===== src/rtl/alarm_set_ctrl.sv =====
// Button-driven setting controller for the alarm clock datapath: edit FSM with
// inactivity timeout, user alarm storage, snooze/dismiss reload scheduling.
module alarm_set_ctrl #(
    parameter int unsigned SNOOZE_MIN = 5,
    parameter int unsigned TIMEOUT_S  = 30
) (
    input  logic       clock,
    input  logic       reset,
    input  logic       tick_1s,
    input  logic       btn_mode,
    input  logic       btn_inc,
    input  logic       btn_set,
    input  logic       btn_snooze,
    input  logic [1:0] cur_h1,
    input  logic [3:0] cur_h0,
    input  logic [3:0] cur_m1,
    input  logic [3:0] cur_m0,
    input  logic       alarm_ring,
    output logic [1:0] H_in1,
    output logic [3:0] H_in0,
    output logic [3:0] M_in1,
    output logic [3:0] M_in0,
    output logic       LD_time,
    output logic       LD_alarm,
    output logic       Alarm_ON,
    output logic       STOP_alarm,
    output logic [2:0] edit_state
);

    typedef enum logic [2:0] {
        IDLE   = 3'd0,
        T_HOUR = 3'd1,
        T_MIN  = 3'd2,
        A_HOUR = 3'd3,
        A_MIN  = 3'd4
    } state_t;

    localparam logic [7:0] TMO_LAST = 8'(TIMEOUT_S - 1);

    state_t     state_q, state_d;
    logic [5:0] eh_q, eh_d;       // {h1, h0} BCD
    logic [7:0] em_q, em_d;       // {m1, m0} BCD
    logic [5:0] ah_q, ah_d;
    logic [7:0] am_q, am_d;
    logic [5:0] hout_q, hout_d;
    logic [7:0] mout_q, mout_d;
    logic       ld_time_q, ld_time_d;
    logic       ld_alarm_q, ld_alarm_d;
    logic       stop_q, stop_d;
    logic       alarm_on_q, alarm_on_d;
    logic       snoozed_q, snoozed_d;
    logic [7:0] tmo_q, tmo_d;

    logic p_snooze, p_set, p_mode, p_inc, any_btn;
    logic [5:0] cur_h;
    logic [7:0] cur_m;

    assign cur_h    = {cur_h1, cur_h0};
    assign cur_m    = {cur_m1, cur_m0};
    assign any_btn  = btn_mode | btn_inc | btn_set | btn_snooze;
    assign p_snooze = btn_snooze;
    assign p_set    = btn_set & ~btn_snooze;
    assign p_mode   = btn_mode & ~btn_set & ~btn_snooze;
    assign p_inc    = btn_inc & ~btn_mode & ~btn_set & ~btn_snooze;

    function automatic logic [5:0] inc_hour(input logic [5:0] h);
        if (h == 6'h23)
            return '0;
        else if (h[3:0] == 4'd9)
            return {h[5:4] + 2'd1, 4'd0};
        else
            return {h[5:4], h[3:0] + 4'd1};
    endfunction

    function automatic logic [7:0] inc_min(input logic [7:0] m);
        if (m == 8'h59)
            return '0;
        else if (m[3:0] == 4'd9)
            return {m[7:4] + 4'd1, 4'd0};
        else
            return {m[7:4], m[3:0] + 4'd1};
    endfunction

    // Snooze target: current time plus SNOOZE_MIN, done in binary then back to BCD.
    logic [6:0] snz_min, snz_hr;
    logic [5:0] snz_h;
    logic [7:0] snz_m;

    always_comb begin
        snz_min = 7'(cur_m1) * 7'd10 + 7'(cur_m0) + 7'(SNOOZE_MIN);
        snz_hr  = 7'(cur_h1) * 7'd10 + 7'(cur_h0);
        if (snz_min >= 7'd60) begin
            snz_min = snz_min - 7'd60;
            snz_hr  = snz_hr + 7'd1;
        end
        if (snz_hr >= 7'd24)
            snz_hr = snz_hr - 7'd24;
        snz_h = {2'(snz_hr / 7'd10), 4'(snz_hr % 7'd10)};
        snz_m = {4'(snz_min / 7'd10), 4'(snz_min % 7'd10)};
    end

    always_comb begin
        state_d    = state_q;
        eh_d       = eh_q;
        em_d       = em_q;
        ah_d       = ah_q;
        am_d       = am_q;
        hout_d     = hout_q;
        mout_d     = mout_q;
        ld_time_d  = 1'b0;
        ld_alarm_d = 1'b0;
        stop_d     = 1'b0;
        alarm_on_d = alarm_on_q;
        snoozed_d  = snoozed_q;
        tmo_d      = tmo_q;

        if (alarm_ring) begin
            state_d = IDLE;
            tmo_d   = '0;
            if (p_snooze) begin
                stop_d     = 1'b1;
                ld_alarm_d = 1'b1;
                hout_d     = snz_h;
                mout_d     = snz_m;
                snoozed_d  = 1'b1;
            end else if (p_set) begin
                stop_d     = 1'b1;
                ld_alarm_d = 1'b1;
                hout_d     = ah_q;
                mout_d     = am_q;
                snoozed_d  = 1'b0;
            end
        end else begin
            // Buttons win over an expiring tick, so timeout never races a transition.
            if (state_q != IDLE) begin
                if (any_btn)
                    tmo_d = '0;
                else if (tick_1s) begin
                    if (tmo_q == TMO_LAST) begin
                        state_d = IDLE;
                        tmo_d   = '0;
                    end else
                        tmo_d = tmo_q + 8'd1;
                end
            end

            case (state_q)
                IDLE: begin
                    if (p_mode) begin
                        state_d = T_HOUR;
                        eh_d    = cur_h;
                        em_d    = cur_m;
                        tmo_d   = '0;
                    end else if (p_set) begin
                        alarm_on_d = ~alarm_on_q;
                        if (alarm_on_q && snoozed_q) begin
                            ld_alarm_d = 1'b1;
                            hout_d     = ah_q;
                            mout_d     = am_q;
                            snoozed_d  = 1'b0;
                        end
                    end
                end
                T_HOUR, A_HOUR: begin
                    if (p_set)
                        state_d = (state_q == T_HOUR) ? T_MIN : A_MIN;
                    else if (p_mode) begin
                        if (state_q == T_HOUR) begin
                            state_d = A_HOUR;
                            eh_d    = ah_q;
                            em_d    = am_q;
                        end else
                            state_d = IDLE;
                    end else if (p_inc)
                        eh_d = inc_hour(eh_q);
                end
                T_MIN, A_MIN: begin
                    if (p_set) begin
                        state_d = IDLE;
                        hout_d  = eh_q;
                        mout_d  = em_q;
                        if (state_q == T_MIN)
                            ld_time_d = 1'b1;
                        else begin
                            ld_alarm_d = 1'b1;
                            ah_d       = eh_q;
                            am_d       = em_q;
                            alarm_on_d = 1'b1;
                        end
                    end else if (p_mode) begin
                        if (state_q == T_MIN) begin
                            state_d = A_HOUR;
                            eh_d    = ah_q;
                            em_d    = am_q;
                        end else
                            state_d = IDLE;
                    end else if (p_inc)
                        em_d = inc_min(em_q);
                end
                default: begin
                    state_d = IDLE;
                    tmo_d   = '0;
                end
            endcase
        end
    end

    always_ff @(posedge clock or posedge reset) begin
        if (reset) begin
            state_q    <= IDLE;
            eh_q       <= '0;
            em_q       <= '0;
            ah_q       <= '0;
            am_q       <= '0;
            hout_q     <= '0;
            mout_q     <= '0;
            ld_time_q  <= 1'b0;
            ld_alarm_q <= 1'b0;
            stop_q     <= 1'b0;
            alarm_on_q <= 1'b0;
            snoozed_q  <= 1'b0;
            tmo_q      <= '0;
        end else begin
            state_q    <= state_d;
            eh_q       <= eh_d;
            em_q       <= em_d;
            ah_q       <= ah_d;
            am_q       <= am_d;
            hout_q     <= hout_d;
            mout_q     <= mout_d;
            ld_time_q  <= ld_time_d;
            ld_alarm_q <= ld_alarm_d;
            stop_q     <= stop_d;
            alarm_on_q <= alarm_on_d;
            snoozed_q  <= snoozed_d;
            tmo_q      <= tmo_d;
        end
    end

    assign H_in1      = hout_q[5:4];
    assign H_in0      = hout_q[3:0];
    assign M_in1      = mout_q[7:4];
    assign M_in0      = mout_q[3:0];
    assign LD_time    = ld_time_q;
    assign LD_alarm   = ld_alarm_q;
    assign STOP_alarm = stop_q;
    assign Alarm_ON   = alarm_on_q;
    assign edit_state = state_q;

endmodule

===== config.mk =====
export PLATFORM = sky130hd
export DESIGN_NAME = alarm_set_ctrl
export DESIGN_NICKNAME = d
export VERILOG_FILES = /design/src/rtl/alarm_set_ctrl.sv
export SDC_FILE = /design/constraint.sdc
export NUM_CORES = 1
export LEC_CHECK = 0
export ABC_CLOCK_PERIOD_IN_PS = 2900
export BUFFER_PORTS_ARGS = -buffer_cell sky130_fd_sc_hd__buf_2
export CAP_MARGIN = 20
export CELL_PAD_IN_SITES_DETAIL_PLACEMENT = 1
export CELL_PAD_IN_SITES_GLOBAL_PLACEMENT = 1
export CORE_ASPECT_RATIO = 1.75
export CORE_MARGIN = 10
export CORE_UTILIZATION = 46
export CTS_CLUSTER_DIAMETER = 60
export CTS_CLUSTER_SIZE = 30
export DETAILED_ROUTE_END_ITERATION = 6
export PLACE_DENSITY = 0.79
export SYNTH_ARGS = -nofsm -noshare
export SYNTH_HDL_FRONTEND = slang
export SYNTH_SLANG_ARGS = --single-unit

===== constraint.sdc =====
create_clock -name clock -period 2.9 [get_ports clock]
set_input_delay 0.145 -clock clock [delete_from_list [all_inputs] [get_ports clock]]
set_output_delay 0.145 -clock clock [all_outputs]
set_load 0.03 [all_outputs]

After elaboration in Yosys (flattened, before gate mapping)

Cells that the tools add are included.
Widths: inputs -> output; s select.

Mux-type cells: 88
Div/mod/pow operators: 4
Magnitude comparators: 2
$mul: 2
Equality and inequality tests: 30
Bitwise operators: 14
Reduce and logical (&&, ||, !) cells: 21
$add $sub $neg: 11

Operators with widths:

| operator            | number |
|---|---|
| $mux 8              | 23 |
| $mux 6              | 17 |
| $mux 3              | 11 |
| $pmux 8 s2          | 2 |
| $mux 1              | 24 |
| $pmux 8 s3          | 1 |
| $ne 2x2->1 const B  | 11 |
| $mux 7              | 3 |
| $ne 3x3->1 const B  | 7 |
| $pmux 6 s3          | 1 |
| $reduce_and 9->1    | 2 |
| $reduce_and 8->1    | 2 |
| $div 7x4->7 const B | 2 |
| $mod 7x4->7 const B | 2 |
| $add 4x1->4 const B | 3 |
| $pmux 6 s2          | 1 |
| $reduce_and 6->1    | 2 |
| $reduce_bool 2->1   | 5 |
| $pmux 3 s3          | 1 |
| $reduce_bool 3->1   | 3 |
| $add 8x1->8 const B | 1 |
| $eq 4x4->1 const B  | 2 |
| $eq 8x5->1 const B  | 1 |
| $eq 8x7->1 const B  | 1 |
| other kinds (28)    | 44 |

Input bits: 22
Word-level logic and storage cells: 187
Bits in registers: 58

Depth between registers and ports, before layout

Depth in word-level cells: 10
Depth in mapped cells: 30
Depth with buffers taken out: 29

Worst setup path before layout

No wires, ideal clock.

Kind: input port to flip-flop
Start: input cur_m1[0]
End: register hout_q[2]
Data arrival time: 5920 ps
Cell stages on the path: 28
Data required time: 2813 ps
Path slack: -3107 ps
Cell sequence: ha_1 ha_1 fa_1 xor2_2 ha_1 clkbuf_1 a22oi_2 or4_4 a21oi_4 xnor2_2 ha_1 inv_1 nand2_1 nand2_1 nand2_1 o221ai_1 a221oi_2 a21oi_1 o21ai_0 o31a_1 ha_1 o31ai_1 a31oi_1 nor2_1 mux2_2 a22o_2 o211a_1 a211oi_2

Longest elaborated chain between the ends: 10
Elaborated cells between the ends (all ways): 11
Classes of those cells: 3 x add/sub; 1 x mul; 1 x div; 2 x order compare; 4 x mux

RTL lines:

| element                                          | RTL line | RTL |
|---|---|---|
| start, declared                                  | 16       | `input logic [3:0] cur_m1,` |
| $mul 4x3->6 *                                    | 90       | `snz_min = 7'(cur_m1) * 7'd10 + 7'(cur_m0) + 7'(SNOOZE_MIN);` |
| $add 7x4->7 *                                    | 90       |  |
| $add 7x3->7 *                                    | 90       |  |
| $ge 7x6->1 *                                     | 92       | `if (snz_min >= 7'd60) begin` |
| $mux 7 *                                         | 92       |  |
| $sub 7x5->7 / $ge 7x5->1 (equally long branches) | 97, 96   |  |
| $mux 7 *                                         | 96       | `if (snz_hr >= 7'd24)` |
| $mod 7x4->7 *                                    | 98       | `snz_h = {2'(snz_hr / 7'd10), 4'(snz_hr % 7'd10)};` |
| $mux 6 *                                         | 120      | `if (p_snooze) begin` |
| $mux 6 *                                         | 117      | `if (alarm_ring) begin` |
| end signal, assigned                             | 229      | `hout_q <= hout_d;` |
| end, declared                                    | 45       | `logic [5:0] hout_q, hout_d;` |

Mark *: on every way between the ends. The rest lies on a longest branch, timed or not.
A chain may end at the register's enable or synchronous reset.

Worst setup path in the final report

Ends and elaborated chain as after synthesis.

==> out/summary.txt <==
GLOBAL ROUTING
-------------------------------------------------------------------------------------------------
Pin count of the biggest net entering global routing                                           41
Overall Global Routing Usage                                                                27.8%
Number of global-route vias before repair                                                    6503
Overall overflow remaining after global route                                                   0
Initial antenna violation count                                                                 0
Global-route wire length before repair                                                   34700 um

CTS
-------------------------------------------------------------------------------------------------
Hold-fix buffer count after cts                                                                 0
Number of H-tree levels                                                                         3
Num CTS Buffers                                                                                 9
Clock latency on the worst-skew pair                                                      0.34 ns
TritonCTS clock tree                                                                        built
Cell at the root of the clock tree                                                      clkbuf_16
Buffer depth of the longest clock path                                                          2
Clock transition at the registers of the reported paths                                   0.06 ns
Sink count of the clock tree                                                                   58

LAYOUT
-------------------------------------------------------------------------------------------------
Number of diodes added for antenna fixing                                                       0
Share of layout cells above drive strength 1                                                37.7%
Net total in the final layout                                                                 824
Total of fill cells in the finished design                                                   1214
Commonest non-fill, non-tap cell in the layout                                              buf_4
Number of standard cells in the final layout excluding fillers                                901
Multi-input combinational cell area                                                  0.00382 sq mm
Storage element area                                                                 0.00145 sq mm
Area grow syn2layout                                                                        43.8%
Most frequent cells in the layout                                                    buf_4 (121), dfrtp_1 (58), nand2_1 (58)

WORST SETUP PATH
-------------------------------------------------------------------------------------------------
Required time at the worst-slack endpoint                                                 3.15 ns
Setup CP Type                                                                        input port to flip-flop
Slowest cell on the critical path                                                        a221oi_2
Library cell appearing most often on the critical path                                       ha_4
Dominant delay contributor by cell family on the critical path                       compound AO/OA/AOI/OAI gates
Worst Path Buf+Inv                                                                              4
Capture point of the worst reg-to-reg path                                                em_q[7]
Critical Path Source Type                                                              input port
Arrival @ worst endpoint                                                                  5.42 ns
Setup slack of the most critical reg-to-reg path                                          0.18 ns
Setup crit end kind                                                                     flip-flop
Maximum fanout along the worst path                                                             4
Reg2reg path depth                                                                              8
Largest stage delay on the critical path                                                  0.34 ns
Beginning of the worst register-to-register path                                     edit_state[1]

SYNTH
-------------------------------------------------------------------------------------------------
Average cell area after synthesis                                                      8.03 sq um
Sequential area share after synthesis                                                       29.5%
Number of enable-type register cells in the synthesized netlist                                 0
Post-synthesis cell count                                                                     612
Number of distinct library cell variants in the gate-level netlist after synthesis             71
Async set-or-reset flop fraction in the synthesized netlist                                  100%
Net count of the mapped netlist                                                               666
Flip-flop and latch count after synthesis                                                      58
Post-synthesis cell area                                                             0.00492 sq mm
Commonest register cell after synthesis                                                   dfrtp_1
Number of synthesis warnings                                                                    0

RUN
-------------------------------------------------------------------------------------------------
Max Cap Viol                                                                                    0

FLOORPLANNING
-------------------------------------------------------------------------------------------------
Row count                                                                                      49
Die X                                                                                     98.1 um
Number of primary I/O pins                                                                     43
Die Outline Area                                                                     0.0154 sq mm
Die height                                                                                 157 um
Core region area                                                                     0.0104 sq mm
Initial Utilization                                                                         47.4%

TIMING
-------------------------------------------------------------------------------------------------
Final-report setup violation count                                                             12
Slew margin rel.                                                                            38.6%
Post-route setup slack                                                                   -2.26 ns
Final min period                                                                          5.16 ns
Final number of max-transition violations                                                       0
Count of final hold-check violations                                                            0
RSZ-0062 raised after global routing                                                         true
Worst hold margin                                                                       0.0107 ns
Top achievable clock speed                                                                194 MHz
Crit share post-route                                                                        178%
Transition time at the pin with the least slew margin                                    0.917 ns
Worst clock skew                                                                       0.00707 ns

ROUTING
-------------------------------------------------------------------------------------------------
Vias/cell                                                                                    7.01
DRT Wirelength                                                                           25900 um
Uppermost routed layer                                                                       met4
Met2 Routed Length                                                                       13600 um
Routed length on met3                                                                     1540 um
First drt pass iteration count                                                                  5
Vias after detailed routing                                                                  6316
Routed length on met1                                                                     8580 um
Number of routed nets with antenna violations                                                   0
Starting DRC count in detailed routing                                                        481
Wirelength per Cell                                                                       28.8 um
DRC errors left                                                                                 0

STATUS
-------------------------------------------------------------------------------------------------
Status                                                                               finished with violations
Violated checks                                                                      negative setup slack

POWER AND IR DROP
-------------------------------------------------------------------------------------------------
Worst VDD drop                                                                           0.501 mV
Leakage component of the power                                                            3.12 nW
Total power density per cell area                                                     791 mW/mm^2

WORST HOLD PATH
-------------------------------------------------------------------------------------------------
Kind of path behind the tightest hold check                                          input port to asynchronous set/reset pin

PLACED DESIGN
-------------------------------------------------------------------------------------------------
Worst slack at placement                                                                 -2.63 ns
Placed wire-length estimate after detailed placement                                     14500 um
Port Buffers                                                                                   42
Number of placed cells counting well taps                                                     858
Final weighted congestion in routability-driven placement                                   0.970

through the flow:
step                      util [%]  setup TNS, ns  instance area, sq um  power (mW)
after global routing          68.2         -18.82                  7070        5.77
after detailed placement      59.1         -20.88                  6120        3.40
after CTS                     65.9         -14.26                  6830        4.99
after global placement        59.1         -18.81                  6120        3.29
after floorplan                  -         -14.82                  5080        2.46
final                         68.2         -16.86                  7070        5.59
registers in the layout, summed over array words and instances, names as in the netlist:
register and cells:
snoozed_q 1, hout_q 6, em_q 8, eh_q 6, tmo_q 8, STOP_alarm 1
am_q 8, Alarm_ON 1, LD_time 1, mout_q 8, LD_alarm 1, edit_state 3
ah_q 6
cells by family (layout without fill, tap and decap cells):
family	Yosys count	after routing	synth area share, %
flip-flops	58	58	29.5
XOR/XNOR	17	17	3.33
AND/OR/NAND/NOR	231	231	23.0
AO/OA/AOI/OAI	202	202	27.1
adder cells (fa/ha/maj)	32	32	8.60
buffers and inverters	51	213	3.89
multiplexers	21	21	4.58
where the power goes:
group	internal [mW]	total (mW)	leakage, nW	switching, mW
Clock	0.664	1.05	0.147	0.391
Combinational	1.54	3.46	2.21	1.92
Sequential	0.921	1.08	0.763	0.156
Total	3.13	5.59	3.12	2.46
worst reg2reg max path, cell delays in order (launching register included):
cell	delay, ns
dfrtp_1	0.50
or2_2	0.40
a21o_1	0.22
a211oi_1	0.22
o31ai_1	0.24
nand2b_1	0.34
a21o_1	0.27
o21ai_0	0.24
o21ai_0	0.15
synth_stat cells (7+ instances only):
master    count  share of area [%]
a21oi_1      48                4.9
nor2_1       62                4.7
inv_1        24                1.8
a211oi_1     12                1.8
nand2_1      65                5.0
mux2_2       10                2.3
nand3_1      18                1.8
xnor2_1      10                1.8
nor3_1       18                1.8
ha_1         29                7.4
mux2i_1       9                1.8
o211ai_1      8                1.2
dfrtp_1      58                 30
nand2b_1      7               0.89
o31ai_1      10                1.5
o21ai_0      59                6.0
a221oi_1     10                1.8
clkbuf_1     23                1.8
nor2b_1      13                1.7
a31oi_1       8                1.0
final cells by class:
type	instances	area share, %
multi-input combinational	503	54.1
sequential	58	20.5
timing repair buffer	173	17.7
clock buffer	13	3.97
tap	127	2.25
inverter	25	1.38
clock inverter	2	0.142
routing by layer:
layer / vias up / GRT usage [%]
li1: 2577 / -
met1: 3136 / 26.7
met2: 435 / 53.0
met3: 168 / 4.14
met4: 0 / 18.7
met5: - / 0
repair_timing:
item / CTS / global route
gates resized for setup: 65 / 37
buffers inserted: 22 / 12
pin swaps: 32 / 34
setup endpoints to repair: 11 / 13
cloned: 0 / 0
how the worst max path moves through the flow:
stage / cells after the start / startpoint / end / slack, ns
after global placement: 25 / cur_m1[0] / hout_q[2] / -2.36
after global routing: 27 / cur_m1[2] / hout_q[2] / -2.43
final: 27 / cur_m1[0] / hout_q[2] / -2.26
after CTS: 29 / cur_m0[1] / hout_q[2] / -2.01
after floorplan: 28 / cur_m1[0] / hout_q[2] / -2.38
after detailed placement: 25 / cur_m1[0] / hout_q[1] / -2.63
No activity file was read; power rests on OpenSTA's default activity.
